===== config.mk =====
export PLATFORM = sky130hd
export DESIGN_NAME = blaster_pulse_scheduler
export DESIGN_NICKNAME = d
export VERILOG_FILES = /design/src/rtl/blaster_pulse_scheduler.sv
export SDC_FILE = /design/constraint.sdc
export NUM_CORES = 1
export LEC_CHECK = 0
export ABC_AREA = 1
export CORE_MARGIN = 2
export CORE_UTILIZATION = 40
export CTS_CLUSTER_DIAMETER = 60
export DETAILED_ROUTE_END_ITERATION = 12
export GPL_ROUTABILITY_DRIVEN = 0
export PLACE_DENSITY = 0.68
export RECOVER_POWER = 25
export SLEW_MARGIN = 10
export SYNTH_ARGS = -nofsm -noshare
export SYNTH_HDL_FRONTEND = slang
export SYNTH_SLANG_ARGS = --single-unit

===== constraint.sdc =====
create_clock -name i_clk -period 2.1 [get_ports i_clk]
set_clock_uncertainty 0.15 [all_clocks]
set_input_delay 0.525 -clock i_clk [delete_from_list [all_inputs] [get_ports i_clk]]
set_output_delay 0.525 -clock i_clk [all_outputs]
set_load 0.005 [all_outputs]

===== src/rtl/blaster_pulse_scheduler.sv =====
// blaster_pulse_scheduler: round-robin sharing of one pulse-length down-counter
// between N_CH requesters. Single-cycle strobes are queued (one pending slot per
// channel). A registered pulse is then issued with a per-channel length, and a
// guard gap follows each pulse.
//   i_clk, i_rst_n (async, active-low), i_req[N_CH], i_len[N_CH*BIT_WIDTH],
//   i_ovf_clr -> o_pulse[N_CH], o_busy, o_pend[N_CH], o_ovf[N_CH]
// Optional: BLASTER_PULSE_RETRIGGER_EN. A request from the active channel
// reloads the counter instead of queueing.
module blaster_pulse_scheduler #(
  parameter int N_CH      = 4,
  parameter int BIT_WIDTH = 6,
  parameter int GAP_CYC   = 1
) (
  input  logic                      i_clk,
  input  logic                      i_rst_n,
  input  logic [N_CH-1:0]           i_req,
  input  logic [N_CH*BIT_WIDTH-1:0] i_len,
  input  logic                      i_ovf_clr,
  output logic [N_CH-1:0]           o_pulse,
  output logic                      o_busy,
  output logic [N_CH-1:0]           o_pend,
  output logic [N_CH-1:0]           o_ovf
);

  localparam int PW         = (N_CH > 1) ? $clog2(N_CH) : 1;
  localparam int GAP_LOAD_I = (GAP_CYC > 0) ? GAP_CYC - 1 : 0;

  typedef enum logic [1:0] {
    ST_IDLE,
    ST_ACTIVE,
    ST_GAP
  } state_t;

  state_t                state_q, state_d;
  logic [PW-1:0]         ptr_q, ptr_d;
  logic [BIT_WIDTH-1:0]  cnt_q, cnt_d;
  logic [3:0]            gap_q, gap_d;
  logic [N_CH-1:0]       pend_q, pend_d;
  logic [N_CH-1:0]       ovf_q, ovf_d;
  logic [N_CH-1:0]       pulse_q, pulse_d;
  logic                  busy_q, busy_d;

  logic [BIT_WIDTH-1:0]  len_arr [N_CH];
  logic [PW-1:0]         grant;
  logic                  grant_vld;
  logic [N_CH-1:0]       pend_clr;
  logic [N_CH-1:0]       retrig;
  logic [N_CH-1:0]       req_eff;
  logic [N_CH-1:0]       ovf_set;

  always_comb begin
    for (int unsigned k = 0; k < N_CH; k++) begin
      len_arr[k] = i_len[k*BIT_WIDTH +: BIT_WIDTH];
    end
  end

  // First pending channel strictly after ptr, wrapping modulo N_CH.
  always_comb begin : p_grant
    logic [PW-1:0] idx;
    idx       = '0;
    grant     = '0;
    grant_vld = 1'b0;
    for (int unsigned i = 1; i <= N_CH; i++) begin
      idx = PW'((32'(ptr_q) + i) % 32'(N_CH));
      if (!grant_vld && pend_q[idx]) begin
        grant     = idx;
        grant_vld = 1'b1;
      end
    end
  end

  always_comb begin
    pend_clr = '0;
    if (state_q == ST_IDLE && grant_vld) begin
      pend_clr[grant] = 1'b1;
    end
  end

`ifdef BLASTER_PULSE_RETRIGGER_EN
  always_comb begin
    retrig = '0;
    if (state_q == ST_ACTIVE) begin
      retrig[ptr_q] = i_req[ptr_q];
    end
  end
`else
  assign retrig = '0;
`endif

  // Set beats clear on both the pending latch and the overflow flag.
  assign req_eff = i_req & ~retrig;
  assign pend_d  = (pend_q & ~pend_clr) | req_eff;
  assign ovf_set = req_eff & pend_q & ~pend_clr;
  assign ovf_d   = (i_ovf_clr ? '0 : ovf_q) | ovf_set;

  always_comb begin
    state_d = state_q;
    ptr_d   = ptr_q;
    cnt_d   = cnt_q;
    gap_d   = gap_q;
    pulse_d = pulse_q;
    unique case (state_q)
      ST_IDLE: begin
        if (grant_vld) begin
          state_d        = ST_ACTIVE;
          pulse_d        = '0;
          pulse_d[grant] = 1'b1;
          cnt_d          = len_arr[grant];
          ptr_d          = grant;
        end
      end
      ST_ACTIVE: begin
        if (|retrig) begin
          cnt_d = len_arr[ptr_q];
        end else if (cnt_q == '0) begin
          pulse_d = '0;
          if (GAP_CYC > 0) begin
            state_d = ST_GAP;
            gap_d   = 4'(GAP_LOAD_I);
          end else begin
            state_d = ST_IDLE;
          end
        end else begin
          cnt_d = cnt_q - 1'b1;
        end
      end
      ST_GAP: begin
        if (gap_q == '0) begin
          state_d = ST_IDLE;
        end else begin
          gap_d = gap_q - 1'b1;
        end
      end
      default: begin
        state_d = ST_IDLE;
        pulse_d = '0;
      end
    endcase
    busy_d = (state_d != ST_IDLE);
  end

  always_ff @(posedge i_clk or negedge i_rst_n) begin
    if (!i_rst_n) begin
      state_q <= ST_IDLE;
      ptr_q   <= PW'(N_CH - 1);
      cnt_q   <= '0;
      gap_q   <= '0;
      pend_q  <= '0;
      ovf_q   <= '0;
      pulse_q <= '0;
      busy_q  <= 1'b0;
    end else begin
      state_q <= state_d;
      ptr_q   <= ptr_d;
      cnt_q   <= cnt_d;
      gap_q   <= gap_d;
      pend_q  <= pend_d;
      ovf_q   <= ovf_d;
      pulse_q <= pulse_d;
      busy_q  <= busy_d;
    end
  end

  assign o_pulse = pulse_q;
  assign o_busy  = busy_q;
  assign o_pend  = pend_q;
  assign o_ovf   = ovf_q;

endmodule


==> results.json <==
{
  "synthArstFlopShare": 1.00,
  "cp.arrival_ns": 2.17,
  "clkLatencyLatePin_ns": 0.27,
  "drive_above_1_share": 0.263,
  "nets": 371,
  "dieArea_mm2": 0.00549,
  "dpl_cell_area_mm2": 0.00250,
  "maxSlewHeadroom": 0.543,
  "timing.final.ws_setup_ns": -0.0512,
  "via_per_inst": 4.86,
  "grt_pass1_wl_um": 7620,
  "rows": 25,
  "ctsHoldBuffers": 0,
  "ys_types": 36,
  "syn2layout_area_growth_pct": 42.0,
  "switching_share": 0.513,
  "tightest_slew_ns": 0.685,
  "p_sw_w": 0.00269,
  "grt-ovfl-total": 0,
  "layoutNonFillerInstCount": 398,
  "placedCellCount": 382,
  "mostFrequentLayoutCells": "nand2_1, clkdlybuf4s50_1, inv_1, dfrtp_1, nand3_1",
  "syn_inst": 269,
  "outcome": "finished, violations left",
  "place_ws_ns": -0.124,
  "p_total_w": 0.00524,
  "final-hold-violation-count": 0,
  "violations": "setup timing",
  "clk_pin_slew_ns": 0.10,
  "layout.cells.most_common": "nand2_1",
  "avgSynthCellArea_um2": 7.30,
  "hold_class": "reg -> reg",
  "syn_nets": 308,
  "dp_hpwl_um": 3560,
  "max_stage_delay_ns": 0.57,
  "p_per_area_mw_per_mm2": 1880,
  "crit_path_top_delay_cell": "dfstp_2",
  "slew_viol_final": 0,
  "crit_fanout": 8,
  "portBuffers": 43,
  "cts_tree": "yes",
  "start_util": 0.416,
  "rsz0062_at_grt": "yes",
  "p_int_w": 0.00255,
  "ioPinCount": 44,
  "maxCapViolCount": 0,
  "synth_seq_area_share": 0.345,
  "finish.instance_area_mm2": 0.00279,
  "crit_chain": "buf_2, nand2_1, nand2_4, nand2_4, nand2_4, nor2_4, nand2_2, nor2_2, nor2_4, nand2_2, inv_2, nand3_2, nand2_2, o22ai_2",
  "fin_crit_sh": 1.02,
  "period_minus_slack_ns": 2.15,
  "combPwrFrac": 0.761,
  "end_kind": "flop",
  "firstDrtPassIters": 4,
  "die_h_um": 74.1,
  "ys_ff_latch": 27,
  "ir_drop_mv": 0.927,
  "antenna_found_initial": 0,
  "power.share.clock": 0.060,
  "wl_um": 4910,
  "synth_area_mm2": 0.00196,
  "finalSetupViolCount": 12,
  "clock-sinks": 27,
  "fmax_mhz": 465,
  "ant_nets": 0,
  "drc": 0,
  "p_leak_nw": 1.34,
  "root_buffer": "clkbuf_8",
  "grt_pass1_vias": 1740,
  "grt_max_degree": 28,
  "worstPathRequired_ns": 2.11,
  "wl_per_cell_um": 12.3,
  "die_x_um": 74.1,
  "crit_type": "reg -> reg",
  "vias": 1933,
  "numCtsBuffers": 3,
  "core-area_mm2": 0.00472,
  "synthFlopType": "dfrtp_1",
  "htreeDepth": 1,
  "synth_edf_count": 0,
  "cts_buffer_depth": 2,
  "drtIter0Drc": 71,
  "grt_usage": 0.176,
  "r2r_setup_slack_ns": -0.05,
  "num_antenna_cells": 0,
  "yosysWarnings": 0,
  "pwr-share-seq": 0.179,
  "start_kind": "flop"
}
## cells in the mapped netlist (2+ instances only)
cell,instances,area [um^2]
a21o_1,2,15.0
a21oi_1,10,50.1
a31oi_1,2,12.5
buf_6,3,33.8
dfrtp_1,25,626
dfstp_2,2,52.6
ha_1,8,100
inv_1,29,109
nand2_1,80,300
nand2_2,15,93.8
nand2_4,4,45.0
nand3_1,26,130
nand3_2,2,20.0
nand4_1,2,12.5
nor2_1,17,63.8
nor2_2,2,12.5
nor2_4,4,45.0
nor3_1,2,10.0
o21ai_0,9,45.0
o21ai_1,6,30.0
o22ai_1,3,18.8
or2_2,2,12.5
## power groups by stage
stage / clock network, W / logic (W) / registers [W]
finish: 0.000313 / 0.00399 / 0.000938
CTS: 0.000325 / 0.00349 / 0.000929
detailed placement: 0 / 0.00319 / 0.000958
floorplan: 0 / 0.00248 / 0.000885
global placement: 0 / 0.00315 / 0.000957
global route: 0.000344 / 0.00438 / 0.000965
## worst max-delay path: cells and delay by family (launching register included)
family                 cells  cell delay, ns
buffers and inverters      2            0.21
AO/OA/AOI/OAI              1            0.06
flip-flops                 1            0.57
AND/OR/NAND/NOR           11            1.06
## kinds of logic after synthesis
family	Yosys count	synth area share
AO/OA/AOI/OAI	36	0.106
XOR/XNOR	1	0.00446
adder cells (fa/ha/maj)	8	0.0510
buffers and inverters	38	0.0974
AND/OR/NAND/NOR	159	0.396
flip-flops	27	0.345
## path summary, 6_finish.rpt
kind | startpoint | end | cells past startpoint
worst max-delay path | ptr_q[0] | o_ovf[0] | 14
worst min register to register | gap_q[3] | gap_q[3] | 1
max in group asynchronous | i_rst_n | o_pulse[0] | 2
min in group asynchronous | i_rst_n | cnt_q[3] | 2
worst max register to register | ptr_q[0] | o_ovf[0] | 14
worst min-delay path | gap_q[3] | gap_q[3] | 1
## cell type report
type	count	area [um^2]
inverters	32	130
multi-input cells	205	1240
flip-flops and latches	27	678
fillers	425	1930
clock buffers	3	41.3
clock inverters	1	8.76
well taps	67	83.8
repair buffers	63	604
## metrics by stage
step                utilization  hold WS (ns)  TNS (ns)
floorplan                     -        0.0794         0
global placement          0.529         0.318    -0.584
detailed placement        0.529         0.314    -0.946
CTS                       0.558         0.338   -0.0581
global route              0.591         0.371     -2.69
finish                    0.591         0.337    -0.277
## state kept, by name (all words and copies together), names as in the netlist
register / count
cnt_q: 6
ptr_q: 2
o_busy: 1
state_q: 2
o_pulse: 4
o_pend: 4
o_ovf: 4
gap_q: 4
## what timing repair did
item | in CTS | in global routing
endpoints found under the setup margin | 19 | 22
buffers inserted | 3 | 8
pin swaps | 2 | 7
gates cloned | 1 | 0
resized for setup | 18 | 26
## routing by layer
metal  global-route usage  vias up  share of wire
met5                    0        -              0
met4               0.0424        0         0.0090
met3               0.0217        4          0.028
met2                0.309       38           0.52
met1                0.233      902           0.44
li1                     -      989              -
Power figures use the tool's default switching activity.
==> variant 1, RTL diff (config.mk and constraints unchanged) <==
The parameter `N_CH` goes from 4 to 8.
--- a/src/rtl/blaster_pulse_scheduler.sv
+++ b/src/rtl/blaster_pulse_scheduler.sv
@@ -7,7 +7,7 @@
 // Optional: BLASTER_PULSE_RETRIGGER_EN. A request from the active channel
 // reloads the counter instead of queueing.
 module blaster_pulse_scheduler #(
-  parameter int N_CH      = 4,
+  parameter int N_CH      = 8,
   parameter int BIT_WIDTH = 6,
   parameter int GAP_CYC   = 1
 ) (
Ports: changed (5 resized); port bits go from 44 to 84. The function was not compared with the original's and may differ.
==> variant 1 against the original RTL <==
  * The run still ends with setup timing left
  * Utilization rose by 5.6 points
  * Sequential share of layout area shrank 4.0 points
  * Sequential cell count grew 13
  * Setup slack got worse by 0.82 ns
  * Routed wire length grew 97%
  * Sequential power up 35%
  * Area after synthesis increased by 60%
  * Power up 97%
  * Final cell count grew 77%
  * Critical path type unchanged
  * Largest power group unchanged
  * Final area is 77% higher
==> variant 1: results (changes against the original RTL) <==
metric,value,unit,change
failing checks,setup timing,,unchanged
Crit path arrival time,3.04,ns,was 2.17 ns
clk_lat worst skew,0.29,ns,was 0.27 ns
total CTS buffers,5,,was 3
asr flop ratio synth,100,%,unchanged
# placed instances,683,,was 382
first-pass GRT wire length,15.7,mm,was 7.62 mm
# setup viols final,35,,was 12
met1 usage,29.3,%,was 23.3%
placed instance area,0.00448,sq mm,was 0.00250 sq mm
met1 WL,4.26,mm,was 2.18 mm
largest net degree at the start of global routing,22,,was 28
number of setup buffers added after CTS,11,,was 3
total global-route track usage,22.7,%,was 17.6%
clock power share,6.4,%,was 6.0%
placed wire-length estimate,7.40,mm,was 3.56 mm
Max VDD drop,874,uV,was 927 uV
number of global-route vias before repair,3440,,"was 1,740"
Hold Path Class,input port to asynchronous set/reset pin,,was flip-flop to flip-flop
WL met2,4.88,mm,was 2.56 mm
Root Buffer,clkbuf_8,,unchanged
ratio of cells with drive above 1 in the final layout,28.3,%,was 26.3%
via count,3487,,"was 1,933"
comb pwr,0.00839,W,was 0.00399 W
critical path's top delay family,simple AND/OR/NAND/NOR gates,,unchanged
CP peak stage delay,0.57,ns,about the same
status,finished with violations,,unchanged
synth cell count leaders,"197 x nand2_1, 40 x inv_1, 39 x nand3_1, 37 x dfrtp_1, 17 x nor2_1",,"was 80 x nand2_1, 29 x inv_1, 26 x nand3_1, 25 x dfrtp_1, 17 x nor2_1"
Final #Nets,668,,was 371
relative slew slack,22.4,%,was 54.3%
clock-pin slew on the worst setup and hold paths,0.08,ns,was 0.10 ns
worst setup margin,-0.872,ns,was -0.0512 ns
DRT iter0 DRCs,133,,was 71
met3 wire length,316,microns,was 138 microns
Reg2Reg Depth,18,,was 14
# H-tree levels,2,,was 1
"Seq/Total Area, Yosys",32.0,%,was 34.5%
cell leakage power,2.54,nW,was 1.34 nW
Cell variety after synth,40,,was 36
switching portion of total power,50.4,%,was 51.3%
post-CTS sizing,35,,was 18
synthesized net count,518,,was 308
Internal,0.00512,W,was 0.00255 W
synthesized area per cell,6.93,sq um,was 7.30 sq um
met2 Usage GRT,39.7,%,was 30.9%
# port buffers,83,,was 43
synth top area cells,"dfrtp_1 30%, nand2_1 24%, nand3_1 6.2%",,"was dfrtp_1 32%, nand2_1 15%, nand3_1 6.6%"
routed len/inst,13.7,microns,was 12.3 microns
vias per cell,4.94,,was 4.86
met3 GRT Util,2.36,%,was 2.17%
variant 1: changes by cell type after synthesis, moves of 6 or more:
cell	change
dfrtp_1	+12
nand3_2	+7
inv_2	+6
nand2_1	+117
inv_1	+11
o22ai_1	+6
nand3_1	+13
variant 1: metrics by stage:
stage	hold WS, ns	utilization [%]	TNS (ns)	setup slack [ns]
after floorplan	0.0794	-	-25.06	-0.837
after global placement	0.317	58.6	-22.61	-0.836
after detailed placement	0.317	58.6	-25.15	-0.867
after CTS	0.0405	63.2	-23.57	-0.802
after global routing	0.369	64.6	-31.02	-1.05
final	0.286	64.6	-25.74	-0.872
variant 1: kinds of logic (layout without fill, tap and decap cells):
kind of cell             after synthesis  after routing  share of synthesized area [%]
AO/OA/AOI/OAI                         43             43                           8.29
XOR/XNOR                               3              3                           1.08
adder cells (fa/ha/maj)                6              6                           2.39
flip-flops                            40             40                           32.0
buffers and inverters                 59            210                           8.89
AND/OR/NAND/NOR                      302            302                           47.3
variant 1: final timing paths:
path                            startpoint       end  slack [ns]
worst min-delay path               i_rst_n  o_ovf[4]        0.29
max in group asynchronous          i_rst_n  cnt_q[2]        0.82
min in group i_clk                cnt_q[1]  cnt_q[1]        0.33
worst min register to register    cnt_q[1]  cnt_q[1]        0.33
worst max-delay path              ptr_q[1]  cnt_q[5]       -0.87
worst max register to register    ptr_q[1]  cnt_q[5]       -0.87
variant 1: layout make-up:
| type | instances | area, sq um |
|---|---|---|
| Fill cell | 662 | 2710 |
| Multi-Input combinational cell | 354 | 2030 |
| Timing Repair Buffer | 152 | 1460 |
| Sequential cell | 40 | 1000 |
| Inverter | 50 | 203 |
| Tap cell | 102 | 128 |
| Clock buffer | 6 | 82.6 |
| Clock inverter | 2 | 38.8 |
==> variant 2, RTL diff (same settings) <==
Without the edit above. The 3 states of `state_t` get a one-hot encoding in 3 bits.
--- a/src/rtl/blaster_pulse_scheduler.sv
+++ b/src/rtl/blaster_pulse_scheduler.sv
@@ -25,10 +25,10 @@
   localparam int PW         = (N_CH > 1) ? $clog2(N_CH) : 1;
   localparam int GAP_LOAD_I = (GAP_CYC > 0) ? GAP_CYC - 1 : 0;
 
-  typedef enum logic [1:0] {
-    ST_IDLE,
-    ST_ACTIVE,
-    ST_GAP
+  typedef enum logic [2:0] {
+    ST_IDLE   = 3'b001,
+    ST_ACTIVE = 3'b010,
+    ST_GAP    = 3'b100
   } state_t;
 
   state_t                state_q, state_d;
Function: no difference found for any inputs over 10 cycles, from zero or initial values and one cycle with i_rst_n low; not proved beyond that.
==> variant 2 against the original RTL <==
  * Sequential cell count up 1
  * Maximum frequency down 0.67%
  * Critical endpoint is now cnt_q[0]
  * Area after synthesis shrank 9.9%
  * Setup slack worse by 0.015 ns
  * Power shrank 4.5%
  * Routed wire length decreased by 8.2%
  * The run still ends with setup timing left
  * Final area decreased by 8.3%
  * Global-route usage rose by 0.57 points
==> variant 2: results (changes against the original RTL) <==
metric,value,unit,change
Core Box Area,0.00429,sq mm,was 0.00472 sq mm
total global-route track usage,18.2,%,was 17.6%
Cell variety after synth,29,,was 36
ratio of cells with drive above 1 in the final layout,23.5,%,was 26.3%
CP peak stage delay,0.61,ns,was 0.57 ns
Hold Crit Start,o_pulse[1],,was gap_q[3]
synthesized net count,291,,was 308
synth cell count leaders,"115 x nand2_1, 25 x dfrtp_1, 23 x inv_1, 18 x nand3_1, 12 x nor2_1",,"was 80 x nand2_1, 29 x inv_1, 26 x nand3_1, 25 x dfrtp_1, 17 x nor2_1"
# setup viols final,9,,was 12
worst setup margin,-0.0658,ns,was -0.0512 ns
relative slew slack,53.3,%,was 54.3%
WL met2,2.14,mm,was 2.56 mm
Hold EP,o_pulse[1],,was gap_q[3]
largest net degree at the start of global routing,29,,was 28
Detailed Route WL,4.51,mm,was 4.91 mm
Reg2Reg Depth,16,,was 14
via count,1773,,"was 1,933"
Final #Nets,354,,was 371
"Seq/Total Area, Yosys",39.8,%,was 34.5%
Worst Path Max Fanout,10,,was 8
failing checks,setup timing,,unchanged
status,finished with violations,,unchanged
Max VDD drop,817,uV,was 927 uV
synth top area cells,"dfrtp_1 35%, nand2_1 24%, nand3_1 5.1%",,"was dfrtp_1 32%, nand2_1 15%, nand3_1 6.6%"
first-pass GRT wire length,7.47,mm,was 7.62 mm
placed wire-length estimate,3.29,mm,was 3.56 mm
cell leakage power,1.30,nW,was 1.34 nW
fillers,415,,was 425
## variant 2: cell types whose count changed after synthesis, sizes merged, moves of 5 or more
| cell | unedited run | this run |
|---|---|---|
| nand3 | 28 | 19 |
| o21ai | 15 | 8 |
| nor2 | 23 | 15 |
| nand2 | 100 | 123 |
| ha | 8 | 3 |
## variant 2: routing by layer
metal  vias up  global-route usage (%)
met5         -                       0
li1        929                       -
met2        42                    30.8
met3         6                    2.60
met4         0                    4.91
met1       796                    24.5
## variant 2: worst max path at each step
stage                     slack [ns]      from       end  cells past startpoint
after CTS                      -0.07  ptr_q[0]  cnt_q[5]                     16
after global routing           -0.22  ptr_q[0]  cnt_q[5]                     16
after global placement         -0.01  ptr_q[0]  o_ovf[3]                     14
after floorplan                 0.07  ptr_q[1]  o_ovf[3]                     17
after detailed placement       -0.07  ptr_q[0]  o_ovf[3]                     16
final                          -0.07  ptr_q[0]  cnt_q[0]                     16
## variant 2: what timing repair did
action	4_1_cts	5_1_grt
endpoints found under the hold margin	0	0
hold buffers	0	0
setup endpoints to repair	11	19
pin swaps	6	10
resized for setup	11	22
setup buffers	3	2
## variant 2: final cells by class
| cell class | instances | area share [%] |
|---|---|---|
| Clock buffer | 3 | 1.61 |
| Inverter | 32 | 4.99 |
| Multi-Input combinational cell | 193 | 38.9 |
| Timing Repair Buffer | 62 | 23.2 |
| Clock inverter | 1 | 1.17 |
| Tap cell | 52 | 2.54 |
| Sequential cell | 28 | 27.5 |
## variant 2: power breakdown
group / internal [W] / switching [W]
Combinational: 0.00152 / 0.00205
Sequential: 0.000802 / 0.000204
Clock: 0.000255 / 0.000171
## variant 2: logic make-up after synthesis
family / share of synthesized area (%)
and+or+nand+nor: 40.0
buffers and inverters: 9.05
adders and majority gates: 2.12
xor gates and xnor gates: 0.495
DFF: 39.8
AOI/OAI and AO/OA: 8.56
## variant 2: per-stage QoR
step                      instance area, sq um  setup TNS, ns  total power [W]  cells  hold WS, ns
after floorplan                           1770              0          0.00308    257       0.0794
after global placement                    2350        -0.0115          0.00411    362        0.319
after detailed placement                  2350         -0.283          0.00412    362        0.323
after CTS                                 2480         -0.277          0.00473    369        0.349
after global routing                      2560          -2.11          0.00548    371        0.366
final                                     2560         -0.266          0.00500    371        0.343
## variant 2: worst max-delay path, delay by kind of cell, from the launching register on
family | cells | cell delay, ns
flip-flops | 1 | 0.61
AND/OR/NAND/NOR | 13 | 1.01
AO/OA/AOI/OAI | 1 | 0.06
buffers and inverters | 2 | 0.21
